<file path="src/rtl/frame_scanout_pkg.sv">
// Shared constants, swap-state encoding and address helper for the frame scanout block.
package frame_scanout_pkg;

    // Framebuffer geometry: 160x120 pixels per buffer, each pixel covers 4x4 screen pixels
    localparam int unsigned FB_W      = 160;
    localparam int unsigned FB_H      = 120;
    localparam int unsigned FB_SCALE  = 4;
    localparam int unsigned FB_WORDS  = FB_W * FB_H;
    localparam int unsigned FB_ADDR_W = 16;

    // RGB444 layout {r, g, b}
    localparam int unsigned RGB_R_W = 4;
    localparam int unsigned RGB_G_W = 4;
    localparam int unsigned RGB_B_W = 4;
    localparam int unsigned RGB_W   = RGB_R_W + RGB_G_W + RGB_B_W;

    typedef enum logic {
        SWAP_IDLE = 1'b0,
        SWAP_ACK  = 1'b1
    } swap_state_e;

    // Word address of the buffer pixel under screen position (h, v) in buffer sel
    function automatic logic [FB_ADDR_W-1:0] fb_pixel_addr(input logic       sel,
                                                           input logic [9:0] h,
                                                           input logic [9:0] v);
        int unsigned a;
        a = (sel ? FB_WORDS : 32'd0)
          + (32'(v) / FB_SCALE) * FB_W
          + (32'(h) / FB_SCALE);
        return a[FB_ADDR_W-1:0];
    endfunction

endpackage

</file>
<file path="src/rtl/frame_scanout_pipe_delay.sv">
// Fixed-depth shift register with asynchronous clear, used to carry timing flags
// alongside the framebuffer read.
module pipe_delay #(
    parameter int WIDTH = 1,
    parameter int DEPTH = 1
) (
    input  logic             clk_i,
    input  logic             rst_i,
    input  logic [WIDTH-1:0] d_i,
    output logic [WIDTH-1:0] q_o
);

    logic [WIDTH-1:0] stage_q [DEPTH];

    // Shift one stage per clock; clear every stage on reset
    always_ff @(posedge clk_i or posedge rst_i) begin
        if (rst_i) begin
            for (int i = 0; i < DEPTH; i++) stage_q[i] <= '0;
        end else begin
            stage_q[0] <= d_i;
            for (int i = 1; i < DEPTH; i++) stage_q[i] <= stage_q[i-1];
        end
    end

    assign q_o = stage_q[DEPTH-1];

endmodule

</file>
<file path="src/rtl/frame_scanout.sv">
// Framebuffer scanout: turns timing-generator coordinates into framebuffer reads,
// realigns the returned pixel with delayed sync, and double-buffers on frame edges.
module frame_scanout
    import frame_scanout_pkg::*;
#(
    parameter int          MEM_LATENCY = 2,
    parameter logic [11:0] BORDER_RGB  = 12'h000
) (
    input  logic        pix_clk,
    input  logic        reset,
    input  logic [9:0]  hcount,
    input  logic [9:0]  vcount,
    input  logic        active,
    input  logic        hsync,
    input  logic        vsync,
    output logic [15:0] fb_addr,
    output logic        fb_rd,
    input  logic [11:0] fb_data,
    input  logic        swap_req,
    output logic        swap_ack,
    output logic        buf_sel,
    output logic [3:0]  vga_r,
    output logic [3:0]  vga_g,
    output logic [3:0]  vga_b,
    output logic        vga_hsync,
    output logic        vga_vsync,
    output logic [15:0] frame_count
);

    logic [15:0] addr_p0_q;
    logic        rd_p0_q;
    logic [2:0]  flags_p1;
    logic [11:0] rgb_p2_q;
    logic        hsync_p2_q;
    logic        vsync_p2_q;

    swap_state_e state_q, state_d;
    logic        buf_sel_q, buf_sel_d;
    logic [15:0] frame_count_q, frame_count_d;
    logic        at480, at480_q, boundary;

    // Stage 0: issue the framebuffer read; address holds outside the active area
    always_ff @(posedge pix_clk or posedge reset) begin
        if (reset) begin
            addr_p0_q <= '0;
            rd_p0_q   <= 1'b0;
        end else begin
            rd_p0_q <= active;
            if (active) addr_p0_q <= fb_pixel_addr(buf_sel_q, hcount, vcount);
        end
    end

    // Stage 1: flags ride MEM_LATENCY+1 cycles so they line up with returning fb_data
    pipe_delay #(
        .WIDTH (3),
        .DEPTH (MEM_LATENCY + 1)
    ) u_flag_dly (
        .clk_i (pix_clk),
        .rst_i (reset),
        .d_i   ({active, hsync, vsync}),
        .q_o   (flags_p1)
    );

    // Stage 2: register colour (border outside active area) together with the syncs
    always_ff @(posedge pix_clk or posedge reset) begin
        if (reset) begin
            rgb_p2_q   <= '0;
            hsync_p2_q <= 1'b0;
            vsync_p2_q <= 1'b0;
        end else begin
            rgb_p2_q   <= flags_p1[2] ? fb_data : BORDER_RGB;
            hsync_p2_q <= flags_p1[1];
            vsync_p2_q <= flags_p1[0];
        end
    end

    // Frame boundary is the rising edge of vcount==480 against last cycle's compare
    assign at480    = (vcount == 10'd480);
    assign boundary = at480 && !at480_q;

    // Swap/frame state register; compare history resets high so a line already at
    // 480 when reset releases is not mistaken for a fresh frame edge
    always_ff @(posedge pix_clk or posedge reset) begin
        if (reset) begin
            state_q       <= SWAP_IDLE;
            buf_sel_q     <= 1'b0;
            frame_count_q <= '0;
            at480_q       <= 1'b1;
        end else begin
            state_q       <= state_d;
            buf_sel_q     <= buf_sel_d;
            frame_count_q <= frame_count_d;
            at480_q       <= at480;
        end
    end

    // Next-state: toggle buffer and enter ACK for one cycle on a requested boundary
    always_comb begin
        state_d       = state_q;
        buf_sel_d     = buf_sel_q;
        frame_count_d = frame_count_q;
        if (boundary) frame_count_d = frame_count_q + 16'd1;
        if (state_q == SWAP_ACK) begin
            state_d = SWAP_IDLE;
        end else if (boundary && swap_req) begin
            state_d   = SWAP_ACK;
            buf_sel_d = ~buf_sel_q;
        end
    end

    assign fb_addr     = addr_p0_q;
    assign fb_rd       = rd_p0_q;
    assign vga_r       = rgb_p2_q[RGB_B_W + RGB_G_W +: RGB_R_W];
    assign vga_g       = rgb_p2_q[RGB_B_W +: RGB_G_W];
    assign vga_b       = rgb_p2_q[0 +: RGB_B_W];
    assign vga_hsync   = hsync_p2_q;
    assign vga_vsync   = vsync_p2_q;
    assign swap_ack    = (state_q == SWAP_ACK);
    assign buf_sel     = buf_sel_q;
    assign frame_count = frame_count_q;

endmodule

</file>
<file path="config.mk">
export PLATFORM = sky130hd
export DESIGN_NAME = frame_scanout
export DESIGN_NICKNAME = d
export VERILOG_FILES = /design/src/rtl/frame_scanout_pkg.sv /design/src/rtl/frame_scanout_pipe_delay.sv /design/src/rtl/frame_scanout.sv
export SDC_FILE = /design/constraint.sdc
export NUM_CORES = 1
export LEC_CHECK = 0
export ABC_AREA = 0
export CAP_MARGIN = 10
export CORE_MARGIN = 2
export CORE_UTILIZATION = 47
export DETAILED_ROUTE_END_ITERATION = 16
export PLACE_DENSITY = 0.92
export SYNTH_ARGS = -nofsm -noshare
export SYNTH_HDL_FRONTEND = slang
export SYNTH_SLANG_ARGS = --single-unit
</file>
<file path="constraint.sdc">
create_clock -name pix_clk -period 2.22 [get_ports pix_clk]
set_clock_uncertainty 0.05 [all_clocks]
set_input_delay 0.444 -clock pix_clk [delete_from_list [all_inputs] [get_ports pix_clk]]
set_output_delay 0.444 -clock pix_clk [all_outputs]
set_load 0.05 [all_outputs]
</file>
==> flow_summary.json, run 1 <==
{
  "design_area_um2": 4612,
  "synth_edf_count": 0,
  "drtIter0Drc": 118,
  "fillers": 327,
  "syn_avg_cell_area_um2": 11.98,
  "crit_path_end": "fb_addr[14]",
  "synth_warnings": 0,
  "clkTransAtPathRegs_ns": 0.07,
  "fin_crit_ns": 3.008,
  "rsz0062_at_grt": "true",
  "worstRegToRegCells": 6,
  "port_buffers": 84,
  "crit_fanout": 2,
  "htreeDepth": 3,
  "diodes": 0,
  "cts.path.max_buffers": 2,
  "die_w_um": 81.22,
  "synthTopCellsByCount": "57 x dfrtp_1, 20 x ha_1, 14 x xnor2_1, 12 x and2_1, 11 x nor2_1",
  "grt_max_degree": 59,
  "clk_latency_ns": 0.33,
  "setup_viol": 6,
  "cap_violations": 0,
  "dp_hpwl_um": 5127,
  "overflow": 0,
  "firstDrtPassIters": 4,
  "synth_most_common_cell": "dfrtp_1",
  "r2r_end": "fb_addr[14]",
  "hold_violations": 0,
  "p_per_area_nw_per_um2": 681.9,
  "cts_buffers": 9,
  "syn_nets": 294,
  "tritoncts": "built",
  "startpoint": "vcount[3]",
  "required_ns": 2.42,
  "hold_path.class": "reg -> reg",
  "ys_types": 49,
  "drv_slew": 0,
  "ir_drop_mv": 0.4653,
  "synth-seq-cells": 58,
  "setup_slack_ns": -0.7875,
  "ff2ff_setup_slack_ns": -0.02,
  "synth.cell_area_um2": 2803,
  "synth_top_flop_cell": "dfrtp_1",
  "hold_buffers": 0,
  "outcome": "finished with violations",
  "final_util_pct": 78.83,
  "antenna_found_initial": 0,
  "yosysSeqAreaShare_pct": 51.83,
  "end_kind": "flip-flop",
  "synth_top_area_share_pct": 50.89,
  "fmax_mhz": 332.5,
  "tightestPinTransition_ns": 0.5377,
  "num_rows": 28,
  "area_growth_pct": 64.55,
  "cts_root_buffer": "clkbuf_8",
  "synth_largest_area_cell": "dfrtp_1",
  "p_leak_nw": 2.032,
  "ioPinCount": 87,
  "drive_gt1_share_pct": 33.07,
  "drc": 0,
  "grt_pass1_wl_um": 12120,
  "viasPerCell": 5.296,
  "wl_per_cell_um": 18.00,
  "totalWireLength_um": 8262,
  "coreArea_um2": 5851,
  "via_count": 2431,
  "min_period_over_period_pct": 135.5,
  "violations": "setup timing",
  "cp.arrival_ns": 3.21,
  "hold_ws_ns": 0.2987,
  "die_y_um": 81.22,
  "cp-start-kind": "input pin",
  "clock_sinks": 58,
  "postRouteAntennaNets": 0,
  "slew_headroom_pct": 64.04,
  "critPathKind": "in -> reg",
  "dieArea_um2": 6597,
  "dpl-instance-area_um2": 4146,
  "initial_utilization_pct": 47.90,
  "grt_pass1_vias": 2476,
  "r2r-start": "buf_sel",
  "synthCells": 234,
  "yosys-top-cells-area": "dfrtp_1 51%, ha_1 8.9%, xnor2_1 4.4%, mux2_2 3.2%, xor2_1 2.8%",
  "gp_congestion": 0.8209,
  "postSynth.asyncResetShare_pct": 100.0,
  "nNetsFinal": 439,
  "grt_use_total_pct": 24.86
}
layout make-up:
class                   count  area [µm²]  area share (%)
multi-input cells         166        1593           34.54
flip-flops and latches     58        1453           31.50
repair buffers            137        1256           27.24
clock buffers              12       165.2           3.581
well taps                  75       93.84           2.035
inverters                   7       26.28          0.5697
clock inverters             4       25.02          0.5426
state kept, by name (all words and copies together) (netlist names):
| register | cells |
|---|---|
| u_flag_dly.stage_q | 5 |
| vga_hsync | 1 |
| fb_addr | 16 |
| frame_count | 16 |
| rgb_p2_q | 12 |
| buf_sel | 1 |
| fb_rd | 1 |
| swap_ack | 1 |
| vga_vsync | 1 |
| u_flag_dly.q_o | 3 |
| at480_q | 1 |
kinds of logic after synthesis:
| group | Yosys count | synth area share, % |
|---|---|---|
| buffers and inverters | 10 | 1.339 |
| xor gates and xnor gates | 24 | 7.768 |
| adders and majority gates | 22 | 10.36 |
| and+or+nand+nor | 72 | 15.67 |
| muxes | 8 | 3.214 |
| AOI/OAI and AO/OA | 40 | 9.821 |
| DFF | 58 | 51.83 |
layer usage:
metal | GRT usage, % | vias to the layer above | part of all wire, %
met5 | 0 | - | 0
met4 | 10.17 | 0 | 2.4
met3 | 5.111 | 16 | 5.3
met2 | 46.94 | 100 | 55
met1 | 26.79 | 1189 | 38
li1 | - | 1126 | -
worst min path at each step:
stage | cells after the start | from | to
finish | 0 | u_flag_dly.stage_q[6] | u_flag_dly.stage_q[3]
global route | 0 | u_flag_dly.q_o[1] | vga_hsync
CTS | 0 | u_flag_dly.q_o[1] | vga_hsync
detailed placement | 0 | u_flag_dly.q_o[1] | vga_hsync
global placement | 0 | u_flag_dly.q_o[0] | vga_vsync
floorplan | 0 | u_flag_dly.stage_q[3] | u_flag_dly.q_o[0]
repair_timing:
item | CTS | global route
setup buffers | 9 | 3
resized for setup | 52 | 13
pin swaps | 30 | 21
setup endpoints to repair | 17 | 10
cloned | 0 | 0
worst max-delay path, stage by stage:
cell and delay (ns):
buf_8 0.10, ha_4 0.23, ha_4 0.16, fa_2 0.37, a211o_1 0.34, and3_4 0.17
o21a_1 0.17, nor2_1 0.14, xnor2_1 0.10, ha_1 0.33, or4_4 0.49, a31oi_1 0.16
placed cells by master (no fill, tap or decap), types with 4 or more instances in the layout:
cell	instances
clkdlybuf4s50_1	73
dfrtp_1	57
buf_4	50
ha_4	13
xnor2_1	12
and2_1	12
clkbuf_8	12
nor2_1	10
nand2_1	8
xor2_1	8
nand3_1	7
mux2_2	7
ha_1	7
inv_1	6
o21ai_0	6
a21oi_1	5
nand4_1	4
nor2b_1	4
nor3_1	4
per-stage QoR:
stage / setup WS, ns / total power [mW] / TNS (ns) / std cells
2_1_floorplan: -0.8745 / 1.707 / -2.225 / 234
3_3_place_gp: -1.432 / 2.069 / -12.96 / 434
3_5_place_dp: -1.511 / 2.097 / -14.95 / 434
4_1_cts: -0.6534 / 3.089 / -1.730 / 457
5_1_grt: -0.8746 / 3.273 / -2.911 / 459
6_report: -0.7875 / 3.145 / -2.538 / 459
where the power goes:
group          switching [mW]  internal (mW)  leakage, nW
registers              0.0406           1.13        0.731
clock network           0.411          0.492       0.0944
logic                   0.581          0.489         1.21
(Power assumes the default switching activity.)
==> run 2, diff against run 1 <==
HOLD_SLACK_MARGIN = 0.02   (was not set)
==> results of run 2 <==
Final layout, timing and power as in run 1 (identical DEF).
==> run 3, diff against run 2 <==
CORE_UTILIZATION = 45   (was 47)
PLACE_DENSITY = 0.89   (was 0.92)
==> flow_summary.json, run 3 (same netlist as run 1, synthesis figures left out) <==
{
  "outcome": "finished with violations",
  "violations": "setup timing",
  "min_period_over_period_pct": 131.7,
  "gp_congestion": 0.8203,
  "drv_slew": 0,
  "cp.arrival_ns": 3.12,
  "initial_utilization_pct": 47.06,
  "critPathMaxStageDelay_ns": 0.48,
  "p_per_area_nw_per_um2": 725.6,
  "end_kind": "flip-flop",
  "drive_gt1_share_pct": 32.47,
  "ir_drop_mv": 0.5699,
  "cpMostUsedCell": "ha_4",
  "drtIter0Drc": 67,
  "postRouteAntennaNets": 0,
  "crit_chain": "buf_8 > ha_4 > ha_4 > fa_2 > a211o_1 > and3_4 > o21a_1 > nor2_2 > xnor2_1 > ha_1 > or4_4 > a31oi_1",
  "nNetsFinal": 443,
  "setup_viol": 6,
  "via_count": 2385,
  "worstRegToRegCells": 6,
  "viasPerCell": 5.151,
  "hold_ws_ns": 0.2955,
  "tightestPinTransition_ns": 0.5540,
  "required_ns": 2.41,
  "dieArea_um2": 6876,
  "final_cell_mix": "73 x clkdlybuf4s50_1, 57 x dfrtp_1, 52 x buf_4",
  "antenna_found_initial": 0,
  "rsz0062_at_grt": "true",
  "fin_crit_ns": 2.925,
  "grt_max_degree": 25,
  "grt_use_total_pct": 21.92,
  "die_y_um": 82.92,
  "critPathKind": "in -> reg",
  "hold_path.class": "reg -> reg",
  "setup_slack_ns": -0.7047,
  "coreArea_um2": 5956,
  "totalWireLength_um": 7353,
  "cts_buffers": 9,
  "drc": 0,
  "fin_cells": 463,
  "p_leak_nw": 2.070,
  "num_rows": 28,
  "grt_pass1_vias": 2552,
  "area_growth_pct": 66.03,
  "clk_latency_ns": 0.33,
  "firstDrtPassIters": 4,
  "cpMaxStageDelayCell": "or4_4",
  "clkTransAtPathRegs_ns": 0.07,
  "hold_violations": 0,
  "cts_root_buffer": "clkbuf_8",
  "die_w_um": 82.92,
  "tritoncts": "built",
  "crit_fanout": 2,
  "cts.path.max_buffers": 2,
  "clock_sinks": 58,
  "fillers": 362,
  "port_buffers": 84,
  "regArea_um2": 1453,
  "htreeDepth": 3,
  "dp_hpwl_um": 5192,
  "diodes": 0,
  "wl_per_cell_um": 15.88,
  "multi_input_area_um2": 1536,
  "final_common_cell": "clkdlybuf4s50_1",
  "fmax_mhz": 341.9,
  "overflow": 0,
  "grt_pass1_wl_um": 12010,
  "dp.cells": 442,
  "ioPinCount": 87,
  "cp-start-kind": "input pin",
  "slew_headroom_pct": 62.95,
  "cap_violations": 0,
  "hold_depth": 0
}
[run 3: cell count changes in the layout (fill, tap and decap cells not counted), moves of 2 or more]
cell	previous run	this run
a21oi_4	2	0
buf_2	3	1
buf_4	50	52
buf_6	2	7
bufinv_16	0	3
clkbuf_1	0	2
clkbuf_8	12	10
clkinv_2	2	0
clkinvlp_4	2	0
[run 3: worst max-delay path, delay by kind of cell]
kind,cells,cell delay (ns)
buffers and inverters,1,0.10
adder cells (fa/ha/maj),4,1.07
AND/OR/NAND/NOR,3,0.76
XOR/XNOR,1,0.08
AO/OA/AOI/OAI,3,0.67
[run 3: power breakdown]
group | switching [mW] | internal (mW)
clock network | 0.409 | 0.780
logic | 0.545 | 0.474
registers | 0.0375 | 1.13
total | 0.992 | 2.39
[run 3: layout make-up]
type | count | share of cell area (%)
flip-flops and latches | 58 | 31.22
repair buffers | 141 | 27.94
clock inverters | 4 | 2.124
clock buffers | 12 | 3.119
inverters | 7 | 0.5647
multi-input cells | 166 | 33.02
well taps | 75 | 2.017
[run 3: path summary, 6_finish.rpt]
kind	startpoint	endpoint	slack, ns
max	vcount[5]	fb_addr[14]	-0.70
min	u_flag_dly.stage_q[3]	u_flag_dly.q_o[0]	0.30
max reg2reg	buf_sel	fb_addr[14]	0.17
min reg2reg	u_flag_dly.stage_q[3]	u_flag_dly.q_o[0]	0.30
max in group asynchronous	reset	fb_addr[8]	1.12
min in group asynchronous	reset	u_flag_dly.q_o[0]	0.42
[run 3: per-layer routing]
layer	track usage (%)	wire, µm	vias up
met5	0	0	-
met4	8.048	136	0
met3	5.964	330	12
met2	37.61	3781	77
met1	26.40	3105	1163
li1	-	-	1133
[run 3: timing repair]
action	4_1_cts	5_1_grt
pin swaps	25	28
resized for setup	44	20
hold buffers	0	0
endpoints found under the setup margin	22	7
buffers inserted	5	3
[run 3: metrics by stage]
stage | area (µm²) | worst slack [ns] | TNS [ns] | util [%] | power, mW
3_5_place_dp | 4207 | -1.460 | -16.41 | 70.63 | 2.107
2_1_floorplan | 2870 | -0.8745 | -2.225 | - | 1.707
3_3_place_gp | 4207 | -1.441 | -14.70 | 70.63 | 2.080
4_1_cts | 4593 | -0.6115 | -1.687 | 77.12 | 3.350
5_1_grt | 4653 | -0.7649 | -2.461 | 78.13 | 3.528
6_report | 4653 | -0.7047 | -2.082 | 78.13 | 3.377
==> variant 1: new RTL, config.mk and constraints of run 3 <==
`rgb_p2_q` no longer has a reset.
--- a/src/rtl/frame_scanout.sv
+++ b/src/rtl/frame_scanout.sv
@@ -65,12 +65,14 @@
     always_ff @(posedge pix_clk or posedge reset) begin
         if (reset) begin
-            rgb_p2_q   <= '0;
             hsync_p2_q <= 1'b0;
             vsync_p2_q <= 1'b0;
         end else begin
-            rgb_p2_q   <= flags_p1[2] ? fb_data : BORDER_RGB;
             hsync_p2_q <= flags_p1[1];
             vsync_p2_q <= flags_p1[0];
         end
+    end
+
+    always_ff @(posedge pix_clk) begin
+        rgb_p2_q <= flags_p1[2] ? fb_data : BORDER_RGB;
     end
 
Function: differs if reset is asserted again (counterexample within 10 cycles, from zero or initial values and one cycle with reset high); with reset held inactive, the same outputs for 10 cycles.
==> variant 1 against run 3 <==
Sequential power barely moved. Register-to-register slack got worse by 0.11 ns. Area after synthesis fell by 2.5%. Design area fell by 3.1%. Sequential cell count did not move. Fmax rose by 3.5%. Routed wire length fell by 5.0%. Sequential share of layout area fell by 0.32 points. Cell count fell by 2.4%. Non-clock buffer count fell by 2. Largest power group is now registers. Worst setup slack improved by 0.10 ns. Critical endpoint unchanged. The flow still finishes with violations (setup timing). Power fell by 3.6%.
==> variant 1: results (changes against run 3) <==
synth:
  synthMuxAreaShare: 0.03709  # was 0.03214
  ys_top_cells_by_area: "dfrtp_1 41%, ha_1 9.2%, dfxtp_1 8.8%, xnor2_1 5.1%, mux2_2 3.7%"  # was dfrtp_1 51%, ha_1 8.9%, xnor2_1 4.4%, mux2_2 3.2%, xor2_1 2.8%
  synthCells: 226  # was 234
  yosysSeqAreaShare: 0.5096  # was 0.5183
  synth_compound_area_frac: 0.1030  # was 0.09821
  async_reset_ff_frac: 0.7931  # was 1.000
placed_design:
  dpl_cell_area_sq_mm: 0.004075  # was 0.004207 sq mm
  dp_hpwl_um: 4953  # was 5192 um
setup_path:
  worst_path_max_delay_cell: "or4_1"  # was or4_4
cells_and_area:
  multi_input_area_share: 0.3376  # was 0.3302
  bufAreaShareNonClock: 0.2798  # was 0.2794
  design_area_sq_mm: 0.004507  # was 0.004653 sq mm
  clkCellAreaFrac: 0.04858  # was 0.05243
  sh_seq_area: 0.3090  # was 0.3122
  layout.nets: 432  # was 443
timing:
  tns_ns: -1.684  # was -2.082 ns
  timing.hold.ws_ns: 0.3014  # was 0.2955 ns
  fin_ws_ns: -0.6046  # was -0.7047 ns
  setup_viol: 6  # unchanged
grt:
  gr-usage-met2: 0.3854  # was 0.3761
  grt_pass1_wl_um: 10710  # was 12010 um
routing:
  via_count: 2304  # was 2385
  wl_met1_um: 2775  # was 3105 um
  drt-wirelength-per-cell_um: 15.46  # was 15.88 um
run_status:
  violations: "setup timing"  # unchanged
  status: "finished with violations"  # unchanged
pwr:
  power_density_mw_per_mm2: 722.0  # was 725.6 mW/mm^2
variant 1: worst max path at each step:
stage                     cells past startpoint  slack, ns                 endpoint
final                                        12      -0.60  fb_addr[14]$_DFFE_PP0P_
after global routing                         12      -0.74  fb_addr[14]$_DFFE_PP0P_
after CTS                                    12      -0.56  fb_addr[14]$_DFFE_PP0P_
after detailed placement                     12      -1.41  fb_addr[14]$_DFFE_PP0P_
after global placement                       12      -1.32  fb_addr[14]$_DFFE_PP0P_
after floorplan                              11      -0.77  fb_addr[14]$_DFFE_PP0P_
variant 1: repair_timing:
action / in CTS / in global routing
gates resized for setup: 48 / 11
endpoints found under the setup margin: 18 / 17
gates cloned: 0 / 0
pin swaps: 33 / 12
endpoints found under the hold margin: 0 / 0
buffers inserted: 7 / 4
variant 1: worst max-delay path: cells and delay by family:
kind            cells  cell delay (ns)
simple gates        3             0.73
buf+inv             1             0.10
fa+ha+maj           4             1.03
compound gates      3             0.60
xor+xnor            1             0.13
==> variant 2: new RTL, flow settings as in run 3 <==
Without the edit above. Add an input register stage for `swap_req`, without a reset; this delays it by one clock. The other inputs are not delayed to match.
--- a/src/rtl/frame_scanout.sv
+++ b/src/rtl/frame_scanout.sv
@@ -27,4 +27,10 @@
     output logic [15:0] frame_count
 );
+
+    logic swap_req_q;
+
+    always_ff @(posedge pix_clk) begin
+        swap_req_q <= swap_req;
+    end
 
     logic [15:0] addr_p0_q;
@@ -103,5 +109,5 @@
         if (state_q == SWAP_ACK) begin
             state_d = SWAP_IDLE;
-        end else if (boundary && swap_req) begin
+        end else if (boundary && swap_req_q) begin
             state_d   = SWAP_ACK;
             buf_sel_d = ~buf_sel_q;
Function: changed (Yosys sat finds a counterexample within 4 cycles, from zero or initial values and one cycle with reset high).
==> variant 2 against run 3 <==
The flow still finishes with violations (setup timing). Via count rose by 2.7%. Power fell by 1.3%. Synthesized cell count rose by 0.43%. Clock power fell by 10%. Design area rose by 0.67%. Sequential cell count rose by 1. Fmax fell by 1.1%. Routed wire length rose by 9.0%. Worst setup slack got worse by 0.034 ns. Area after synthesis rose by 0.71%. Core utilization rose by 0.065 points. Critical path type unchanged. Largest power group is now registers.
==> variant 2: results (changes against run 3) <==
grt:
  grt_pass1_vias: 2545  # was 2552
  grt_max_degree: 27  # was 25
  grt_pass1_wl_um: 12020  # was 12010 um
timing:
  fin_ws_ns: -0.7386  # was -0.7047 ns
  setup_viol: 5  # was 6
  tightest_slew_ns: 0.5321  # was 0.5540 ns
setup_path:
  reg2reg_slack_ns: -0.08  # was 0.17 ns
routing:
  drt_iter0_drc: 116  # was 67
  via_per_inst: 5.278  # was 5.151
  drt-wirelength-per-cell_um: 17.28  # was 15.88 um
min_path:
  hold_path_startpoint: "u_flag_dly.q_o[0]$_DFF_PP0_"  # was u_flag_dly.stage_q[3]$_DFF_PP0_
  min_to: "vga_vsync$_DFF_PP0_"  # was u_flag_dly.q_o[0]$_DFF_PP0_
cells_and_area:
  drive_above_1_share: 0.3316  # was 0.3247
  layout.nets: 446  # was 443
  fin_cells: 464  # was 463
synth:
  synth_cell_type_count: 50  # was 49
  synthMuxAreaShare: 0.03191  # was 0.03214
  yosysSeqAreaShare: 0.5217  # was 0.5183
  synth_fp_nets: 295  # was 294
  ys_top_cells_by_area: "dfrtp_1 51%, ha_1 8.9%, xnor2_1 4.3%, mux2_2 3.2%, xor2_1 2.8%"  # was dfrtp_1 51%, ha_1 8.9%, xnor2_1 4.4%, mux2_2 3.2%, xor2_1 2.8%
  synth_xor_area_frac: 0.07713  # was 0.07768
  async_reset_ff_frac: 0.9831  # was 1.000
  synthAdderAreaFrac: 0.1028  # was 0.1036
pwr:
  leakagePower_nw: 2.078  # was 2.070 nW
  peakVddDrop_uv: 460.8  # was 569.9 uV
placed_design:
  dp_hpwl_um: 5200  # was 5192 um
run_status:
  status: "finished with violations"  # unchanged
  violations: "setup timing"  # unchanged
-- variant 2: changes by cell type in the layout (fill, tap and decap cells not counted), moves of 2 or more --
cell,before,now
buf_4,52,55
buf_2,1,3
a21oi_2,3,1
a21oi_4,0,2
dlygate4sd2_1,4,2
buf_12,2,0
-- variant 2: cell families (layout without fill, tap and decap cells) --
family,after synthesis,count (layout)
multiplexers,8,8
XOR/XNOR,24,24
adder cells (fa/ha/maj),22,22
buffers and inverters,10,164
AND/OR/NAND/NOR,72,72
flip-flops,59,59
AO/OA/AOI/OAI,40,40
-- variant 2: worst max-delay path by stage --
stage | start | endpoint | slack (ns) | cells past startpoint
after floorplan | vcount[3] | fb_addr[14]$_DFFE_PP0P_ | -0.87 | 11
after global placement | vcount[3] | fb_addr[14]$_DFFE_PP0P_ | -1.41 | 12
after global routing | vcount[5] | fb_addr[14]$_DFFE_PP0P_ | -0.86 | 12
after detailed placement | vcount[5] | fb_addr[14]$_DFFE_PP0P_ | -1.56 | 12
final | vcount[5] | fb_addr[14]$_DFFE_PP0P_ | -0.74 | 12
after CTS | vcount[5] | fb_addr[14]$_DFFE_PP0P_ | -0.69 | 12
-- variant 2: power breakdown --
group	internal, mW	total [mW]	switching, mW
clock	0.682	1.07	0.391
combinational	0.488	1.07	0.580
sequential	1.15	1.19	0.0413
total	2.32	3.33	1.01
-- variant 2: cell type report --
class	count	area [sq um]	area share
multi-input cells	166	1598	0.3411
repair buffers	143	1279	0.2730
well taps	75	93.84	0.02003
flip-flops and latches	59	1473	0.3144
inverters	7	26.28	0.005609
clock inverters	2	60.06	0.01282
clock buffers	12	155.1	0.03312
-- variant 2: what timing repair did --
item | CTS | global route
gates resized for setup | 44 | 22
setup buffers | 4 | 5
pin swaps | 21 | 19
hold endpoints to repair | 0 | 0
setup endpoints to repair | 22 | 10
-- variant 2: critical path, stage by stage --
cell	delay, ns
buf_8	0.10
ha_4	0.24
ha_4	0.16
fa_2	0.34
a211o_1	0.33
and3_4	0.18
o21a_1	0.18
nor2_2	0.09
xnor2_1	0.08
ha_1	0.31
or4_1	0.49
a31oi_1	0.20
-- variant 2: per-stage QoR --
stage	power [mW]	hold slack, ns	TNS [ns]	area (sq um)	setup WS, ns
global placement	2.085	0.2828	-12.92	4194	-1.411
floorplan	1.726	0.2812	-2.225	2890	-0.8745
global route	3.464	0.3114	-2.817	4684	-0.8586
detailed placement	2.113	0.2858	-15.40	4194	-1.555
CTS	3.236	0.2992	-1.857	4567	-0.6897
finish	3.333	0.2974	-2.407	4684	-0.7386
-- variant 2: routing by layer --
layer	GRT usage	routed length [um]	vias to the layer above
met2	0.3878	4184	96
li1	-	-	1133
met4	0.09687	302	0
met3	0.05070	379	25
met1	0.2495	3149	1195
met5	0	0	-
